===== config.mk =====
export PLATFORM = sky130hd
export DESIGN_NAME = dmem_arbiter
export DESIGN_NICKNAME = d
export VERILOG_FILES = /design/src/rtl/dmem_arbiter.sv
export SDC_FILE = /design/constraint.sdc
export NUM_CORES = 1
export LEC_CHECK = 0
export CAP_MARGIN = 15
export CORE_MARGIN = 8
export CORE_UTILIZATION = 42
export CTS_CLUSTER_DIAMETER = 80
export CTS_CLUSTER_SIZE = 8
export DETAILED_ROUTE_END_ITERATION = 8
export PLACE_DENSITY = 0.84
export RECOVER_POWER = 100
export SLEW_MARGIN = 20
export SYNTH_ARGS = -nofsm -noshare
export SYNTH_HDL_FRONTEND = slang
export SYNTH_SLANG_ARGS = --single-unit

===== constraint.sdc =====
create_clock -name clk -period 3.84 [get_ports clk]
set_input_delay 0.768 -clock clk [delete_from_list [all_inputs] [get_ports clk]]
set_output_delay 0.768 -clock clk [all_outputs]
set_load 0.02 [all_outputs]

===== src/rtl/dmem_arbiter.sv =====
`default_nettype none
// ============================================================================
// Module      : dmem_arbiter
// Description : Shares one data-memory port between the pipeline LSU and an
//               external requester. Each access is latched, held on the
//               memory port until mem_ready (or timeout), then answered with
//               a one-cycle ack to the winning requester.
// Revision    : 1.0 - initial release
// ============================================================================
module dmem_arbiter #(
  parameter int TIMEOUT    = 255,
  parameter int STARVE_MAX = 4
) (
  input  logic        clk,
  input  logic        rst_n,
  // LSU requester
  input  logic        lsu_req,
  input  logic [31:0] lsu_addr,
  input  logic [3:0]  lsu_we,
  input  logic [31:0] lsu_wdata,
  output logic [31:0] lsu_rdata,
  output logic        lsu_ack,
  output logic        lsu_err,
  // External requester
  input  logic        ext_req,
  input  logic [31:0] ext_addr,
  input  logic [3:0]  ext_we,
  input  logic [31:0] ext_wdata,
  output logic [31:0] ext_rdata,
  output logic        ext_ack,
  output logic        ext_err,
  // Memory port
  output logic        mem_req,
  output logic [31:0] mem_addr,
  output logic [3:0]  mem_we,
  output logic [31:0] mem_wdata,
  input  logic [31:0] mem_rdata,
  input  logic        mem_ready,
  // Pipeline stall
  output logic        stall_o
);

  localparam int c_TMO_W = $clog2(TIMEOUT + 1);
  localparam int c_STV_W = $clog2(STARVE_MAX + 1);
  localparam logic [c_TMO_W-1:0] c_TMO_LAST = c_TMO_W'(TIMEOUT - 1);
  localparam logic [c_STV_W-1:0] c_STV_MAX  = c_STV_W'(STARVE_MAX);

  typedef enum logic [1:0] {
    S_IDLE = 2'd0,
    S_BUSY = 2'd1,
    S_RESP = 2'd2
  } state_t;

  state_t               r_state;
  state_t               w_state_next;
  logic                 r_owner_ext;
  logic [c_TMO_W-1:0]   r_tmo_cnt;
  logic [c_STV_W-1:0]   r_starve_cnt;
  logic                 r_mem_req;
  logic [31:0]          r_mem_addr;
  logic [3:0]           r_mem_we;
  logic [31:0]          r_mem_wdata;
  logic [31:0]          r_lsu_rdata;
  logic [31:0]          r_ext_rdata;
  logic                 r_lsu_ack;
  logic                 r_ext_ack;
  logic                 r_lsu_err;
  logic                 r_ext_err;

  logic                 w_any_req;
  logic                 w_pick_ext;
  logic                 w_timeout;
  logic [31:0]          w_rd_value;

  // Winner selection: LSU by default, ext when alone or when LSU has starved it
  assign w_any_req  = lsu_req | ext_req;
  assign w_pick_ext = ext_req & (~lsu_req | (r_starve_cnt == c_STV_MAX));
  assign w_timeout  = (r_tmo_cnt == c_TMO_LAST);
  // Writes return zero read data
  assign w_rd_value = (r_mem_we == 4'b0000) ? mem_rdata : 32'h0;

  // State register
  always_ff @(posedge clk) begin
    if (!rst_n) r_state <= S_IDLE;
    else        r_state <= w_state_next;
  end

  // Next-state logic; ready takes precedence over a coincident timeout
  always_comb begin
    w_state_next = r_state;
    case (r_state)
      S_IDLE:  if (w_any_req) w_state_next = S_BUSY;
      S_BUSY:  if (mem_ready || w_timeout) w_state_next = S_RESP;
      S_RESP:  w_state_next = S_IDLE;
      default: w_state_next = S_IDLE;
    endcase
  end

  // Access datapath: latch grant, time the wait, capture response
  always_ff @(posedge clk) begin
    if (!rst_n) begin
      r_owner_ext <= 1'b0;
      r_tmo_cnt   <= '0;
      r_mem_req   <= 1'b0;
      r_mem_addr  <= 32'h0;
      r_mem_we    <= 4'h0;
      r_mem_wdata <= 32'h0;
      r_lsu_rdata <= 32'h0;
      r_ext_rdata <= 32'h0;
      r_lsu_ack   <= 1'b0;
      r_ext_ack   <= 1'b0;
      r_lsu_err   <= 1'b0;
      r_ext_err   <= 1'b0;
    end else begin
      case (r_state)
        S_IDLE: begin
          r_tmo_cnt <= '0;
          if (w_any_req) begin
            r_owner_ext <= w_pick_ext;
            r_mem_req   <= 1'b1;
            r_mem_addr  <= w_pick_ext ? ext_addr  : lsu_addr;
            r_mem_we    <= w_pick_ext ? ext_we    : lsu_we;
            r_mem_wdata <= w_pick_ext ? ext_wdata : lsu_wdata;
          end
        end
        S_BUSY: begin
          r_tmo_cnt <= r_tmo_cnt + 1'b1;
          if (mem_ready || w_timeout) begin
            r_mem_req <= 1'b0;
            if (r_owner_ext) begin
              r_ext_rdata <= mem_ready ? w_rd_value : 32'h0;
              r_ext_ack   <= 1'b1;
              r_ext_err   <= ~mem_ready;
            end else begin
              r_lsu_rdata <= mem_ready ? w_rd_value : 32'h0;
              r_lsu_ack   <= 1'b1;
              r_lsu_err   <= ~mem_ready;
            end
          end
        end
        S_RESP: begin
          r_tmo_cnt <= '0;
          r_lsu_ack <= 1'b0;
          r_ext_ack <= 1'b0;
          r_lsu_err <= 1'b0;
          r_ext_err <= 1'b0;
        end
        default: r_mem_req <= 1'b0;
      endcase
    end
  end

  // Starvation counter: counts LSU grants that bypassed a pending ext request
  always_ff @(posedge clk) begin
    if (!rst_n || !ext_req) begin
      r_starve_cnt <= '0;
    end else if (r_state == S_IDLE) begin
      if (w_pick_ext)
        r_starve_cnt <= '0;
      else if (r_starve_cnt != c_STV_MAX)
        r_starve_cnt <= r_starve_cnt + 1'b1;
    end
  end

  assign mem_req   = r_mem_req;
  assign mem_addr  = r_mem_addr;
  assign mem_we    = r_mem_we;
  assign mem_wdata = r_mem_wdata;
  assign lsu_rdata = r_lsu_rdata;
  assign lsu_ack   = r_lsu_ack;
  assign lsu_err   = r_lsu_err;
  assign ext_rdata = r_ext_rdata;
  assign ext_ack   = r_ext_ack;
  assign ext_err   = r_ext_err;
  assign stall_o   = lsu_req & ~r_lsu_ack;

endmodule
`default_nettype wire


==> flow_summary.ini <==
[power_and_ir_drop]
p_seq_share_pct = 38.9
p_sw_share_pct = 32.3
p_per_area_mw_per_mm2 = 392
switching_power_mw = 1.45
comb_power_share_pct = 23.3
power_leakage_nw = 4.17
p_int_mw = 3.03
power_frac_clock_pct = 37.7
power_mw = 4.48
vdd_drop_max_mv = 0.284

[logic_synthesis]
synth-main-ff-cell = dfxtp_1
syn_area_mm2 = 0.00784
synthCells = 915
synth-edff-count = 0
ys_ff_latch = 151
yosysUniqueCellTypes = 45
synth.avg_cell_area_um2 = 8.57
yosysSeqAreaShare_pct = 38.5
ys_warn_count = 0
synth_nets = 1092
synth-async-reset-ratio_pct = 0

[die]
core_area_mm2 = 0.0185
pin_count = 311
start_util_pct = 42.4
die_w_um = 153
rows = 50
die_h_um = 153
dieArea_mm2 = 0.0233

[clock_tree]
cts_tree = yes
cts-resized-gates = 0
cts.htree.levels = 4
post_cts_buffers = 0
cts_made_buffers = 17
cts_buffer_depth = 2
clock_sinks = 151
cts_hold_buf = 0
clock-root-buffer = clkbuf_16
clock_latency_ps = 420
clk_pin_slew_ps = 70

[sta]
fin_crit_sh_pct = 80.1
tightest_slew_ps = 1390
skew_ps = 14.6
maxSlewViolCount = 0
setup_slack_ps = 763
slew_headroom_pct = 7.35
hold_ws_ps = 484
layout_min_cycle_time_ps = 3080
final-hold-violation-count = 0
fmax_mhz = 325
finalSetupViolCount = 0
fin_setup_tns_ps = 0
rsz0062_at_grt = no

[worst_setup_path]
endpoint_kind = flop
worst_path_dominant_cell_family = buffers and inverters
crit_required_ps = 4160
crit_chain = clkdlybuf4s50_1 > a21boi_1 > clkbuf_1 > nor4_1 > nor4_1
cp_max_fo = 16
critPathBufInv = 2
cp_slowest_cell = a21boi_1
cp-start-kind = primary input
arrival_ps = 3400
cp_common_cell = nor4_1
slowest_delay_ps = 1020
critPathKind = primary input to flop

[routing]
drcViolationCount = 0
ant_nets = 0
wirelength_um = 31900
viasPerCell = 6.56
num_vias = 9061
drt-initial-drc-count = 774
avgRoutedWirePerCell_um = 23.1
drt-pass1-iter-count = 5

[grt]
grt_pass1_wl_um = 49600
grt_usage_pct = 26.0
grt_overflow = 0
grt_max_degree = 97
grt_pass1_vias = 8443
antenna_found_initial = 0

[min_path]
hp-class = flop to flop

[placement]
place_congestion = 0.856
portBuffers = 310
place_ws_ps = 1000
place_inst = 1350
dp_hpwl_um = 21600

[final_layout]
diodes = 0
stdcell_count = 1382
n_fill_cell = 1573
syn_to_final_growth_pct = 45.8
final_cell_mix = clkdlybuf4s50_1 (169), dfxtp_1 (151), dlygate4sd3_1 (139), nor4_1 (136), nand3_1 (129)
layout-drive-gt1-share_pct = 8.80
layout.nets = 1312
final_common_cell = clkdlybuf4s50_1

[run]
maxCapViolCount = 0

[run_status]
run_status = finished, final reports clean
[power groups by stage]
stage	combinational (mW)	clock (mW)	sequential (mW)
2_1_floorplan	0.450	0	1.89
3_3_place_gp	1.07	0	1.78
3_5_place_dp	1.08	0	1.78
4_1_cts	1.08	1.71	1.75
5_1_grt	1.11	1.77	1.76
6_report	1.05	1.69	1.74
[worst paths after layout]
kind | cells past startpoint | endpoint | slack (ps) | start
max | 5 | mem_wdata[5]$_SDFFE_PN0P_ | 760 | lsu_req
min | 2 | ext_rdata[0]$_SDFFE_PN0P_ | 480 | ext_rdata[0]$_SDFFE_PN0P_
max reg2reg | 6 | mem_wdata[5]$_SDFFE_PN0P_ | 1050 | r_starve_cnt[0]$_SDFFE_PP0P_
min reg2reg | 2 | ext_rdata[0]$_SDFFE_PN0P_ | 480 | ext_rdata[0]$_SDFFE_PN0P_
[Yosys cell counts, types with 3 or more instances]
master,n,area share (%)
clkbuf_1,88,4.2
and2_1,4,0.32
xor2_1,3,0.34
inv_1,4,0.19
inv_2,3,0.14
o211ai_1,4,0.38
dfxtp_1,151,39
a2111oi_2,28,5.4
buf_1,9,0.43
o2111ai_1,62,6.9
nor2_1,8,0.38
o21ai_0,8,0.51
nand4_1,68,5.4
a21oi_1,77,4.9
or3_1,3,0.24
nand2_1,13,0.62
ha_1,4,0.64
nand3_1,130,8.3
buf_4,3,0.29
buf_6,13,1.9
nor4_1,136,11
a2111oi_0,40,4.5
buf_2,28,1.8
[state kept, by name (all words and copies together) (netlist names)]
register and cells:
lsu_rdata 32, ext_err 1, mem_wdata 32, ext_ack 1
mem_req 1, r_state 2, r_starve_cnt 3, lsu_err 1
ext_rdata 32, mem_addr 32, r_tmo_cnt 8, mem_we 4
lsu_ack 1, r_owner_ext 1
[area by class of cell]
class	count	area, um^2	share of cell area [%]
multi-input cells	616	4140	36.2
repair buffers	342	3370	29.4
flip-flops and latches	151	3020	26.4
clock buffers	17	425	3.72
well taps	234	293	2.56
clock inverters	15	156	1.37
inverters	7	26.3	0.230
[layer usage]
metal / share of wire, % / wire, um / track usage, % / vias up
met3: 10 / 3300 / 8.91 / 53
met2: 46 / 14700 / 41.1 / 492
met5: 0 / 0 / 0 / -
li1: - / - / - / 4169
met1: 40 / 12700 / 31.5 / 4347
met4: 3.8 / 1200 / 11.2 / 0
[kinds of logic after synthesis]
| logic type | after synthesis | synth area share [%] |
|---|---|---|
| adder cells (fa/ha/maj) | 4 | 0.638 |
| buffers and inverters | 148 | 8.92 |
| XOR/XNOR | 4 | 0.447 |
| AO/OA/AOI/OAI | 227 | 23.3 |
| AND/OR/NAND/NOR | 381 | 28.1 |
| flip-flops | 151 | 38.5 |
[per-stage QoR]
stage / util, % / cell area (um^2)
6_report: 61.7 / 11400
3_5_place_dp: 58.8 / 10900
3_3_place_gp: 58.8 / 10900
5_1_grt: 61.7 / 11400
4_1_cts: 61.9 / 11500
2_1_floorplan: - / 7840
[tightest hold or removal path, delay by kind of cell, from the launching register on]
family        cells  cell delay, ps
flops             1             320
simple gates      2             110
Power figures use the tool's default switching activity.
==> RTL edit 1: new RTL, same flow settings <==
Re-encode `state_t` (3 states) as one-hot, 3 bits wide.
--- a/src/rtl/dmem_arbiter.sv
+++ b/src/rtl/dmem_arbiter.sv
@@ -46,8 +46,8 @@
   localparam logic [c_STV_W-1:0] c_STV_MAX  = c_STV_W'(STARVE_MAX);
 
-  typedef enum logic [1:0] {
-    S_IDLE = 2'd0,
-    S_BUSY = 2'd1,
-    S_RESP = 2'd2
+  typedef enum logic [2:0] {
+    S_IDLE = 3'b001,
+    S_BUSY = 3'b010,
+    S_RESP = 3'b100
   } state_t;
 
Check against the original RTL: no difference found for any inputs over 4 cycles, from zero or initial values and one cycle with rst_n low; so few cycles prove little.
==> RTL edit 1 against the original RTL <==
The run now ends with capacitance limit, slew limit left; synthesized area shrank 25%; sequential cell count grew 1; wire length shrank 35%; combinational power shrank 17%; design area shrank 16%; worst hold slack lost 0.026 ns; power shrank 3.5%; count of clock-buffer cells in the layout grew 3; sequential share of layout area grew 5.2 points; worst setup slack lost 0.014 ns; fmax shrank 0.46%; critical path type unchanged; largest power group unchanged.
==> RTL edit 1: results (changes against the original RTL) <==
[worst_hold_path]
worstHoldEndpoint = lsu_rdata[3]  ; was ext_rdata[0]
hold_start = lsu_rdata[3]  ; was ext_rdata[0]
min_path_cells = 1  ; was 2

[job]
drv_cap = 1  ; was 0

[route]
dr_wl_met3_mm = 2.15  ; was 3.30 mm
drt-initial-drc-count = 302  ; was 774
route.met2.wl_mm = 10.1  ; was 14.7 mm
met1_length_mm = 7.75  ; was 12.7 mm
wire_per_inst_um = 18.5  ; was 23.1 µm
drt_first_pass_iters = 6  ; was 5
viasPerCell = 5.37  ; was 6.56
totalWireLength_mm = 20.7  ; was 31.9 mm

[critical_path]
path_max_fanout = 65  ; was 16
reg2reg_to = mem_wdata[13]  ; was mem_wdata[5]
arrival_ns = 3.43  ; was 3.40 ns
cpPeakStageDelay_ns = 0.99  ; was 1.02 ns
timing.rr.start = r_state[0]  ; was r_starve_cnt[0]
crit_slowest_cell = clkbuf_2  ; was a21boi_1
ff2ff_setup_slack_ns = 0.94  ; was 1.05 ns
reg2regPathDepth = 5  ; was 6

[global_routing]
grt_max_degree = 98  ; was 97
first_global_vias = 5858  ; was 8443
grtUsageMet3_pct = 9.36  ; was 8.91%
gr-usage-met1_pct = 23.4  ; was 31.5%
grtUsageTotal_pct = 22.0  ; was 26.0%
grt_pass1_wl_mm = 31.5  ; was 49.6 mm
grt_use_met2_pct = 37.4  ; was 41.1%

[logic_synthesis]
synthCells = 651  ; was 915
synthTopCellsByArea = dfxtp_1 52%, a32o_1 11%, nand2_1 9.3%, a31oi_1 7.4%, o21ai_0 3.8%  ; was dfxtp_1 39%, nor4_1 11%, nand3_1 8.3%, o2111ai_1 6.9%, nand4_1 5.4%
synthesis.nets = 828  ; was 1092
ys_seq_area_share_pct = 51.5  ; was 38.5%
ys_warn_count = 0  ; unchanged
yosys.cell_types.count = 40  ; was 45
ys_top_cells_by_count = 152 x dfxtp_1, 147 x nand2_1, 70 x a31oi_1  ; was 151 x dfxtp_1, 136 x nor4_1, 130 x nand3_1

[finish]
layout-drive-gt1-share_pct = 5.11  ; was 8.80%

[placement]
hpwlAfterDp_mm = 15.2  ; was 21.6 mm
numPortBuffers = 310  ; unchanged
place_inst = 1088  ; was 1350
routabilityCongestion = 0.801  ; was 0.856
place_worst_setup_slack_ns = 0.996  ; was 1.00 ns
post_dp_cell_area_um2 = 9050  ; was 10900 µm²

[sta]
finalHoldWorstSlack_ns = 0.458  ; was 0.484 ns
worst-slew-pin-transition_ns = 1.55  ; was 1.39 ns
finalClockSkew_ns = 0.00924  ; was 0.0146 ns
drv_slew = 87  ; was 0

[clock_tree]
clk_path_buf_depth = 2  ; unchanged
cts_max_level = 4  ; unchanged

[run_status]
violations = capacitance limit, slew limit
status = finished with violations  ; was finished clean

[power_and_ir_drop]
p_leak_nw = 3.95  ; was 4.17 nW
max-vdd-ir-drop_mv = 0.283  ; was 0.284 mV

==> RTL edit 1: changes by cell type in the layout (fill, tap and decap cells not counted), moves of 28 or more <==
cell,change
nand4_1,-67
a31oi_1,+69
o2111ai_1,-62
nor4_1,-135
o21ai_1,+30
o21ai_0,+37
a2111oi_0,-40
nand3_1,-126
a21oi_1,-67
nand2_1,+134
a2111oi_2,-28
a32o_1,+64
==> RTL edit 1: power breakdown <==
| part | leakage (nW) | internal, mW | switching [mW] | total (mW) |
|---|---|---|---|---|
| Clock | 0.291 | 1.02 | 0.675 | 1.69 |
| Combinational | 2.41 | 0.403 | 0.470 | 0.873 |
| Sequential | 1.24 | 1.69 | 0.0648 | 1.76 |
==> RTL edit 1: final cells by class <==
| type | count | area (µm²) |
|---|---|---|
| clock buffer | 20 | 467 |
| clock inverter | 12 | 139 |
| fill | 1066 | 4210 |
| inverter | 5 | 18.8 |
| multi-input combinational | 430 | 2530 |
| sequential | 152 | 3040 |
| tap | 180 | 225 |
| timing repair buffer | 321 | 3190 |
==> RTL edit 1: worst max path at each step <==
stage	end	slack, ns	cells past startpoint
after floorplan	stall_o	1.98	1
after global placement	stall_o	1.01	3
after detailed placement	stall_o	1.0	3
after CTS	stall_o	1.0	3
after global routing	mem_addr[6]	0.51	6
final	mem_wdata[13]	0.75	6
==> RTL edit 1: kinds of logic (layout without fill, tap and decap cells) <==
family | Yosys count | after routing | share of synthesized area [%]
compound gates | 235 | 235 | 27.7
simple gates | 189 | 189 | 14.1
flops | 152 | 152 | 51.5
buf+inv | 69 | 358 | 5.57
fa+ha+maj | 4 | 4 | 0.847
xor+xnor | 2 | 2 | 0.297
==> RTL edit 2: new RTL, same settings <==
Made on the original files. Change the parameter `TIMEOUT` from 255 to 510.
--- a/src/rtl/dmem_arbiter.sv
+++ b/src/rtl/dmem_arbiter.sv
@@ -9,5 +9,5 @@
 // ============================================================================
 module dmem_arbiter #(
-  parameter int TIMEOUT    = 255,
+  parameter int TIMEOUT    = 510,
   parameter int STARVE_MAX = 4
 ) (
Function: no difference found for any inputs over 4 cycles, from zero or initial values and one cycle with rst_n low; that may be too few to reach the edited logic, so the function may still have changed.
==> RTL edit 2 against the original RTL <==
The flow now finishes with violations (capacitance limit, slew limit); worst setup slack improved by 0.085 ns; critical endpoint is now stall_o; critical path depth is 1 lower; register-to-register slack worse by 0.16 ns; synthesized cell count stayed put; combinational power up 6%; wire length shrank 3.6%; power fell by 0.28%; critical path type is now input port to output port; largest power group unchanged; sequential cell count up 1; design area decreased by 0.76%; synthesized area fell by 0.97%; first-iteration DRC count up 41%; largest cell class unchanged.
==> RTL edit 2: results (changes against the original RTL) <==
[sta]
drv_slew = 45  ; was 0
finalClockSkew_ns = 0.0107  ; was 0.0146 ns
slew_headroom_pct = -6.89  ; was 7.35%

[route]
drt_first_pass_iters = 6  ; was 5
drt-initial-drc-count = 1094  ; was 774

[placement]
place_worst_setup_slack_ns = 0.909  ; was 1.00 ns
post_dp_cell_area_um2 = 10800  ; was 10900 µm²
routabilityCongestion = 0.851  ; was 0.856

[clock_tree]
cts_max_level = 4  ; unchanged

[global_routing]
gr-usage-met1_pct = 30.8  ; was 31.5%
grt_max_degree = 90  ; was 97
antenna_found_initial = 2  ; was 0
grt_pass1_wl_mm = 48.0  ; was 49.6 mm
grt_use_met2_pct = 39.4  ; was 41.1%
first_global_vias = 8487  ; was 8443
grtUsageTotal_pct = 25.0  ; was 26.0%

[finish]
final_nets = 1301  ; was 1312
syn2layout_area_growth_pct = 46.1  ; was 45.8%
fillers = 1519  ; was 1573
layout-drive-gt1-share_pct = 5.63  ; was 8.80%

[logic_synthesis]
synth_xor_area_share_pct = 0.338  ; was 0.447%
synth_compound_area_share_pct = 21.5  ; was 23.3%
ys_seq_area_share_pct = 39.2  ; was 38.5%
synthTopCellsByArea = dfxtp_1 39%, nand3_1 8.3%, nor4b_1 7.8%, a2111oi_0 7.7%, o2111ai_1 7.0%  ; was dfxtp_1 39%, nor4_1 11%, nand3_1 8.3%, o2111ai_1 6.9%, nand4_1 5.4%
synth_fa_ha_area_share_pct = 0.644  ; was 0.638%
yosys.cell_types.count = 46  ; was 45
ys_top_cells_by_count = 152 x dfxtp_1, 129 x nand3_1, 104 x clkbuf_1  ; was 151 x dfxtp_1, 136 x nor4_1, 130 x nand3_1

[worst_hold_path]
worstHoldEndpoint = ext_rdata[24]  ; was ext_rdata[0]
min_path_cells = 2  ; unchanged
hold_start = ext_rdata[24]  ; was ext_rdata[0]

[critical_path]
reg2reg_to = mem_addr[10]  ; was mem_wdata[5]
path_max_fanout = 3  ; was 16
ff2ff_setup_slack_ns = 0.89  ; was 1.05 ns

[run_status]
status = finished with violations  ; was finished clean
violations = capacitance limit, slew limit

[power_and_ir_drop]
p_leak_nw = 4.12  ; was 4.17 nW
netSwitchingFraction_pct = 31.4  ; was 32.3%
max-vdd-ir-drop_mv = 0.304  ; was 0.284 mV

[job]
drv_cap = 1  ; was 0

[RTL edit 2: changes by cell type in the layout (fill, tap and decap cells not counted), moves of 3 or more]
cell,unedited run,this run
and3_1,0,4
a2111oi_0,40,68
a2111oi_2,28,0
nor4b_1,1,69
nand2_1,13,16
inv_6,7,1
buf_4,23,14
inv_8,3,0
clkinv_2,0,5
nand4_1,68,64
nor4_1,136,68
o21ai_0,8,4
[RTL edit 2: layout make-up]
type                            count  area share (%)
Timing Repair Buffer              330            29.0
Antenna cell                        2          0.0441
Sequential cell                   152            26.8
Tap cell                          229            2.53
Inverter                            8           0.265
Clock buffer                       20            3.94
Clock inverter                     12           0.904
Multi-Input combinational cell    615            36.5
[RTL edit 2: cell families after synthesis]
group	after synthesis
simple gates	380
compound gates	228
flops	152
buf+inv	148
fa+ha+maj	4
xor+xnor	3
[RTL edit 2: worst max-delay path by stage]
stage,start,end,slack (ns),cells past startpoint
finish,lsu_req,stall_o,0.85,4
floorplan,lsu_req,stall_o,1.62,4
detailed placement,lsu_req,stall_o,0.91,4
global route,r_starve_cnt[0],mem_addr[2],0.67,6
global placement,lsu_req,stall_o,0.92,4
CTS,lsu_req,stall_o,0.91,4
[RTL edit 2: critical path, stage by stage]
cell and delay, ns:
clkdlybuf4s50_1 0.51, clkinv_1 0.10, nor2_1 0.14, dlygate4sd3_1 0.70
[RTL edit 2: layer usage]
layer,routed length [µm],vias up,share of wire (%)
li1,-,4148,-
met1,12400,4225,40
met2,14400,488,47
met3,2280,103,7.4
met4,1630,0,5.3
met5,0,-,0
[RTL edit 2: power groups by stage]
stage                     Sequential (mW)  Clock, mW  Combinational [mW]
after global placement               1.81          0                1.13
final                                1.78       1.59                1.11
after CTS                            1.78       1.61                1.14
after global routing                 1.79       1.67                1.17
after floorplan                      1.94          0               0.460
after detailed placement             1.81          0                1.13
